--- src/rtl/phase_deadtime_guard.sv ---
// Per-phase break-before-make guard between the driver's half-bridge requests and the gate pins.
// Registered outputs: 1-cycle request-to-gate latency, DEAD_CYCLES all-off gap before any re-drive.
module phase_deadtime_guard #(
   parameter int DEAD_CYCLES = 50,
   parameter int CNT_W       = 10
) (
   input  logic       clock,
   input  logic       reset_n,
   input  logic       enable,
   input  logic       fault_in,
   input  logic [5:0] phase_req,
   input  logic       clear_st,
   output logic [5:0] gate_out,
   output logic [2:0] dead_active,
   output logic       shoot_through
);

   typedef enum logic [1:0] {IDLE, DRIVE_H, DRIVE_L, DEAD} state_t;

   // Decoded requests reuse the {H,L} encoding; 11 never survives decode.
   localparam logic [1:0] REQ_OFF = 2'b00;
   localparam logic [1:0] REQ_H   = 2'b10;
   localparam logic [1:0] REQ_L   = 2'b01;
   localparam logic [CNT_W-1:0] DEAD_LOAD = CNT_W'(DEAD_CYCLES - 1);

   state_t           state     [3];
   state_t           state_nxt [3];
   logic [CNT_W-1:0] cnt       [3];
   logic [CNT_W-1:0] cnt_nxt   [3];
   logic [1:0]       req       [3];
   logic [2:0]       illegal;
   logic             gates_off;
   logic [5:0]       gate_nxt;
   logic [2:0]       dead_nxt;
   logic             st_nxt;

   assign gates_off = ~enable | fault_in;

   // Index 0 is phase A, which sits in the top bits of the request bus.
   always_comb begin
      illegal = '0;
      for (int p = 0; p < 3; p++) begin
         illegal[p] = phase_req[5-2*p] & phase_req[4-2*p];
         if (gates_off || illegal[p])
            req[p] = REQ_OFF;
         else
            req[p] = {phase_req[5-2*p], phase_req[4-2*p]};
      end
   end

   always_ff @(posedge clock) begin
      if (!reset_n) begin
         for (int p = 0; p < 3; p++) begin
            state[p] <= IDLE;
            cnt[p]   <= '0;
         end
         gate_out      <= '0;
         dead_active   <= '0;
         shoot_through <= 1'b0;
      end else begin
         for (int p = 0; p < 3; p++) begin
            state[p] <= state_nxt[p];
            cnt[p]   <= cnt_nxt[p];
         end
         gate_out      <= gate_nxt;
         dead_active   <= dead_nxt;
         shoot_through <= st_nxt;
      end
   end

   always_comb begin
      for (int p = 0; p < 3; p++) begin
         state_nxt[p] = state[p];
         cnt_nxt[p]   = cnt[p];
         case (state[p])
            IDLE: begin
               if (req[p] == REQ_H)      state_nxt[p] = DRIVE_H;
               else if (req[p] == REQ_L) state_nxt[p] = DRIVE_L;
            end
            DRIVE_H: begin
               if (req[p] != REQ_H) begin
                  state_nxt[p] = DEAD;
                  cnt_nxt[p]   = DEAD_LOAD;
               end
            end
            DRIVE_L: begin
               if (req[p] != REQ_L) begin
                  state_nxt[p] = DEAD;
                  cnt_nxt[p]   = DEAD_LOAD;
               end
            end
            DEAD: begin
               // The count runs to completion regardless of request changes.
               if (cnt[p] == '0) begin
                  if (req[p] == REQ_H)      state_nxt[p] = DRIVE_H;
                  else if (req[p] == REQ_L) state_nxt[p] = DRIVE_L;
                  else                      state_nxt[p] = IDLE;
               end else begin
                  cnt_nxt[p] = cnt[p] - CNT_W'(1);
               end
            end
            default: state_nxt[p] = IDLE;
         endcase
      end
   end

   always_comb begin
      gate_nxt = '0;
      dead_nxt = '0;
      for (int p = 0; p < 3; p++) begin
         gate_nxt[5-2*p] = (state_nxt[p] == DRIVE_H);
         gate_nxt[4-2*p] = (state_nxt[p] == DRIVE_L);
         dead_nxt[2-p]   = (state_nxt[p] == DEAD);
      end
      // A fresh illegal request beats a simultaneous clear.
      if (|illegal)
         st_nxt = 1'b1;
      else if (clear_st)
         st_nxt = 1'b0;
      else
         st_nxt = shoot_through;
   end

endmodule
--- config.mk ---
export PLATFORM = sky130hd
export DESIGN_NAME = phase_deadtime_guard
export DESIGN_NICKNAME = d
export VERILOG_FILES = /design/src/rtl/phase_deadtime_guard.sv
export SDC_FILE = /design/constraint.sdc
export NUM_CORES = 1
export LEC_CHECK = 0
export ABC_AREA = 1
export CAP_MARGIN = 20
export CORE_MARGIN = 3
export CORE_UTILIZATION = 40
export CTS_CLUSTER_SIZE = 10
export DETAILED_ROUTE_END_ITERATION = 16
export GPL_TIMING_DRIVEN = 1
export PLACE_DENSITY = 0.65
export SLEW_MARGIN = 15
export SYNTH_ARGS = -nofsm -noshare
export SYNTH_HDL_FRONTEND = slang
export SYNTH_SLANG_ARGS = --single-unit
--- constraint.sdc ---
create_clock -name clock -period 3.85 [get_ports clock]
set_input_delay 1.155 -clock clock [delete_from_list [all_inputs] [get_ports clock]]
set_output_delay 1.155 -clock clock [all_outputs]
set_load 0.1 [all_outputs]
==> Word-level counts from Yosys, hierarchy flattened <==
Memory sizes are Yosys's and may differ from the RTL's.
Index checks and enable logic that the tools add are counted.
{ "totals": {"out_inout_bits": 10, "mem_bits_rw": 36, "ff_bits": 10, "inputBits": 11, "mem_count": 2, "word_cells": 109} }
{ "mem_list": {"columns": ["name", "depth", "word_bits", "rd", "rd_clocked_by_memory_dff", "wr", "line_no", "rtl"], "rows": [
  ["cnt", 3, 10, 3, 0, 3, "28", "logic [CNT_W-1:0] cnt [3];"],
  ["state", 3, 2, 3, 0, 3, "26", "state_t state [3];"]
]} }
{ "op_classes": {"n_eq_ne": 30, "mux": 49, "addsub": 3, "n_reduce_logical": 11, "bitwise": 11} }
{ "ops": {"columns": ["cell", "count"], "rows": [
  ["10-bit two-way mux", 12],
  ["10-bit case mux with 3 select lines", 3],
  ["2-bit two-way mux", 27],
  ["2-bit equality test (second input constant)", 15],
  ["10-bit zero test", 3],
  ["10-bit by 1-bit subtractor with 10-bit output (second input constant)", 3],
  ["2-bit case mux with 4 select lines", 3],
  ["2-bit by 1-bit equality test with 1-bit output (second input constant)", 9],
  ["1-bit bitwise OR", 7],
  ["2-bit zero test", 3],
  ["2-bit by 1-bit != test with 1-bit output (second input constant)", 3],
  ["2-bit != test (second input constant)", 3],
  ["1-bit two-way mux", 4],
  ["1-bit bitwise AND", 3],
  ["1-bit logical OR", 3],
  ["3-bit OR reduction", 1],
  ["2-bit nonzero test", 1],
  ["1-bit inverter", 1]
]} }

==> Logic depth before layout (Yosys ltp) <==
{ "depth": {"depth_word": 10, "mapped_depth": 11, "depth_no_buf": 11} }

==> Least setup slack after synthesis <==
OpenSTA, ideal clock, no wires.
{ "synth_timing": {"path_type": "register -> output", "start": "register shoot_through", "end": "output port shoot_through", "arrival_ns": 0.925, "path_slack_ns": 1.770, "required_ns": 2.695, "path_buffers": 0, "stages_incl_launch_ff": 1, "cell_sequence": "dfxtp_1"} }
{ "synth_rtl": {"columns": ["element", "line_no", "rtl"], "rows": [
  ["start: declaration", "15", "output logic shoot_through"],
  ["start signal: assignment", "67", "shoot_through <= st_nxt;"]
]} }
No word-level cell between the ends.

==> Worst setup path after layout <==
{ "layout_timing": {"start": "register gate_out[3]", "end": "output port gate_out[3]"} }
{ "layout_rtl": {"columns": ["element", "line_no", "rtl"], "rows": [
  ["start: declaration", "13", "output logic [5:0] gate_out,"],
  ["start signal: assignment", "65", "gate_out <= gate_nxt;"]
]} }
No word-level cell between the ends.

==> qor.log <==
qor: drt.final_antenna_net_count 0
qor: place.placement.cell_area 0.002905 mm²
qor: sta.timing.max_slew.rel_slack 34.56%
qor: critical_path.path_cells clkdlybuf4s50_1
qor: drt.drc 0
qor: clock_tree.cts.sink_count 46
qor: clock_tree.cts.htree.levels 2
qor: power.power-per-cell-area 452.2 mW/mm²
qor: yosys.synth_seq_area_share 34.93%
qor: critical_path.r2r-start cnt[0][0]$_SDFFE_PN0P_
qor: die.die_height 87.19 µm
qor: grt.grt_start_max_net_pins 26
qor: worst_hold_path.worst_hold_path_type reg -> reg
qor: sta.period_needed 2.917 ns
qor: clock_tree.cts_resized 0
qor: power.power_report.internal_total 0.8064 mW
qor: critical_path.flop2flop_setup_slack 2.21 ns
qor: run.cap_viol_max_count 0
qor: power.swShare 40.39%
qor: die.design.portCount 21
qor: clock_tree.cts_root_buf sky130_fd_sc_hd__clkbuf_8
qor: grt.grt.overflow.total 0
qor: outcome.run_status finished clean
qor: drt.detail_route.first_pass.iterations 4
qor: yosys.post_synth.cell_area_avg 6.461 µm²
qor: sta.fin_crit_sh 75.76%
qor: power.power.share.clock 21.9%
qor: sta.slew_viol_final 0
qor: critical_path.setup.worst_path.start gate_out[3]$_SDFF_PN0_
qor: sta.achievable-frequency 342.9 MHz
qor: yosys.synth_top_area_share 34.93%
qor: die.design.core.area 0.006166 mm²
qor: cells_and_area.nets 448
qor: critical_path.total_number_of_cells_along_the_worst_setup_path 1
qor: clock_tree.clock_tree_from_tritoncts built
qor: power.total_leakage_power 1.419 nW
qor: yosys.synth.yosys.warnings 0
qor: grt.grt_pass1_wl 10,340 µm
qor: critical_path.arrival 1.76 ns
qor: yosys.post-synth-top-count-cell sky130_fd_sc_hd__nand2_1
qor: die.num_rows 28
qor: place.io_buffers 20
qor: power.seq_power_share 40.7%
qor: die.design.die.area 0.007601 mm²
qor: clock_tree.clkSlewWorstSetupHoldPaths 0.09 ns
qor: critical_path.endpoint gate_out[3]
qor: power.combinationalPowerShare 37.4%
qor: critical_path.startpoint_type flip-flop
qor: critical_path.crit_path_top_delay_cell sky130_fd_sc_hd__clkdlybuf4s50_1
qor: critical_path.ff2ff_path_depth 10
qor: yosys.synth_cells 408
qor: yosys.ys.flop_type sky130_fd_sc_hd__dfxtp_1
qor: cells_and_area.insertedDiodeCount 0
qor: drt.routed_via_density 4.880
qor: yosys.synth_area_leader_cell sky130_fd_sc_hd__dfxtp_1
qor: place.dp_worst_setup_slack 0.9996 ns
qor: yosys.netlist_top_cells_count sky130_fd_sc_hd__nand2_1 (109), sky130_fd_sc_hd__nor2_1 (75), sky130_fd_sc_hd__dfxtp_1 (46)
qor: sta.finalClockSkew 0.006484 ns
qor: sta.setup_viol 0
qor: drt.post_drt_wl_per_cell 11.36 µm
qor: yosys.synth_enable_flop_cells 0
qor: cells_and_area.area_growth_syn_to_layout 13.48%
qor: sta.setup_tns 0 ns
qor: clock_tree.clkLatencyLatePin 0.30 ns
qor: grt.grt_use_total 16.73%
qor: yosys.async_flop_share 0%
qor: drt.vias 2,474
qor: critical_path.cpPeakStageDelay 1.13 ns
qor: yosys.syn_area 0.002636 mm²
qor: critical_path.cp.buffers_inverters 1
qor: grt.vias_in_the_first_global_route 2,332
qor: power.peakVddDrop 0.0002310 V
qor: yosys.synth_cell_types 28
qor: drt.wirelength 5759 µm
qor: critical_path.critical_path.endpoint_type output port
qor: cells_and_area.final_design_area_no_fill 0.002992 mm²
qor: critical_path.cp_max_fo 1
qor: sta.post-route-worst-setup-slack 0.9334 ns
qor: yosys.postSynthRegisterBits 46
qor: die.initial_core_util 42.76%
qor: critical_path.cp_data_required_time 2.69 ns
qor: drt.first_iter_violations 113
qor: sta.worst_pin_slew 0.9785 ns
qor: grt.grt_antenna_before_repair 0
qor: clock_tree.cts_made_buffers 5
qor: place.gpl.final_weighted_congestion 0.8398
qor: clock_tree.clock_path_buffers 2
qor: cells_and_area.drive_above_1_share 8.565%
qor: clock_tree.cts_hold_repair.buffers 0
qor: critical_path.crit-reg2reg-capture cnt[0][9]$_SDFFE_PN0P_
qor: yosys.synth_area_leaders sky130_fd_sc_hd__dfxtp_1 (35%), sky130_fd_sc_hd__nand2_1 (16%), sky130_fd_sc_hd__nor2_1 (11%), sky130_fd_sc_hd__inv_1 (6.4%), sky130_fd_sc_hd__nand3_1 (5.9%)
qor: die.die_w 87.19 µm
qor: place.dp_wirelength 4244 µm
qor: critical_path.worst-setup-path-type reg -> out
qor: sta.hold_viol 0
qor: yosys.postSynthNetCount 425
qor: critical_path.worst_path_dominant_cell_family buffers and inverters
qor: clock_tree.post_cts.repair.setup_buffers 0
qor: sta.grt_setup_unrepaired false
qor: power.sw_power 0.5465 mW
-- how the worst min path moves through the flow --
| stage | from | to | slack (ns) | cells past startpoint |
|---|---|---|---|---|
| 4_1_cts | cnt[0][20]$_SDFFE_PN0P_ | cnt[0][20]$_SDFFE_PN0P_ | 0.49 | 2 |
| 3_3_place_gp | cnt[0][20]$_SDFFE_PN0P_ | cnt[0][20]$_SDFFE_PN0P_ | 0.47 | 2 |
| 5_1_grt | cnt[0][20]$_SDFFE_PN0P_ | cnt[0][20]$_SDFFE_PN0P_ | 0.51 | 2 |
| 3_5_place_dp | cnt[0][20]$_SDFFE_PN0P_ | cnt[0][20]$_SDFFE_PN0P_ | 0.47 | 2 |
| 2_1_floorplan | cnt[0][1]$_SDFFE_PN0P_ | cnt[0][1]$_SDFFE_PN0P_ | 0.45 | 2 |
| 6_report | cnt[0][20]$_SDFFE_PN0P_ | cnt[0][20]$_SDFFE_PN0P_ | 0.49 | 2 |
-- cell families after synthesis --
family	Yosys count	synth area share [%]
AND/OR/NAND/NOR	249	41.96
buffers and inverters	55	8.400
flip-flops	46	34.93
AO/OA/AOI/OAI	39	7.547
XOR/XNOR	13	4.319
adder cells (fa/ha/maj)	6	2.848
-- power by group through the flow --
stage | clock network, mW | logic (mW) | registers, mW
floorplan | 0 | 0.318 | 0.650
global placement | 0 | 0.502 | 0.560
detailed placement | 0 | 0.509 | 0.561
CTS | 0.308 | 0.510 | 0.550
global route | 0.328 | 0.573 | 0.557
finish | 0.296 | 0.506 | 0.551
-- cell type report --
cell class | instances | area (µm²)
repair buffers | 22 | 212.7
multi-input cells | 307 | 1494
clock buffers | 6 | 72.57
inverters | 49 | 183.9
well taps | 75 | 93.84
fillers | 635 | 3174
clock inverters | 2 | 13.76
flip-flops and latches | 46 | 920.9
-- flip-flops by register name, summed over array words and instances (netlist names) --
signal,count
gate_out,6
dead_active,3
shoot_through,1
state,6
cnt,30
-- worst register-to-register path: cells and delay by family (launching register included) --
kind	cells	cell delay (ns)
adders and majority gates	1	0.22
buffers and inverters	2	0.18
DFF	1	0.35
and+or+nand+nor	7	0.78
-- routing by layer --
layer / track usage [%] / routed length, µm / vias to the layer above
li1: - / - / 1322
met1: 21.07 / 2815 / 1110
met2: 28.30 / 2636 / 30
met3: 3.311 / 201 / 12
met4: 5.997 / 106 / 0
met5: 0 / 0 / -
-- stage by stage --
stage | std cells | total power, mW | utilization [%] | hold slack [ns]
2_1_floorplan | 408 | 0.9678 | - | 0.4519
3_3_place_gp | 499 | 1.062 | 47.12 | 0.4663
3_5_place_dp | 499 | 1.070 | 47.12 | 0.4750
4_1_cts | 507 | 1.368 | 48.52 | 0.4878
5_1_grt | 507 | 1.458 | 48.52 | 0.5134
6_report | 507 | 1.353 | 48.52 | 0.4881
-- placed cells by master, fill, tap and decap left out, drive strengths merged --
cell type      count
xor2              13
clkinv             3
a22oi              1
a31oi              1
or2                3
a21oi             27
nand4              5
nand3             34
dfxtp             46
ha                 6
clkdlybuf4s50     19
nand2            116
o21ai             10
nor3b              1
nor2              83
nor3               4
clkbuf             6
buf                3
nand3b             3
inv               48
(Power assumes the default switching activity.)
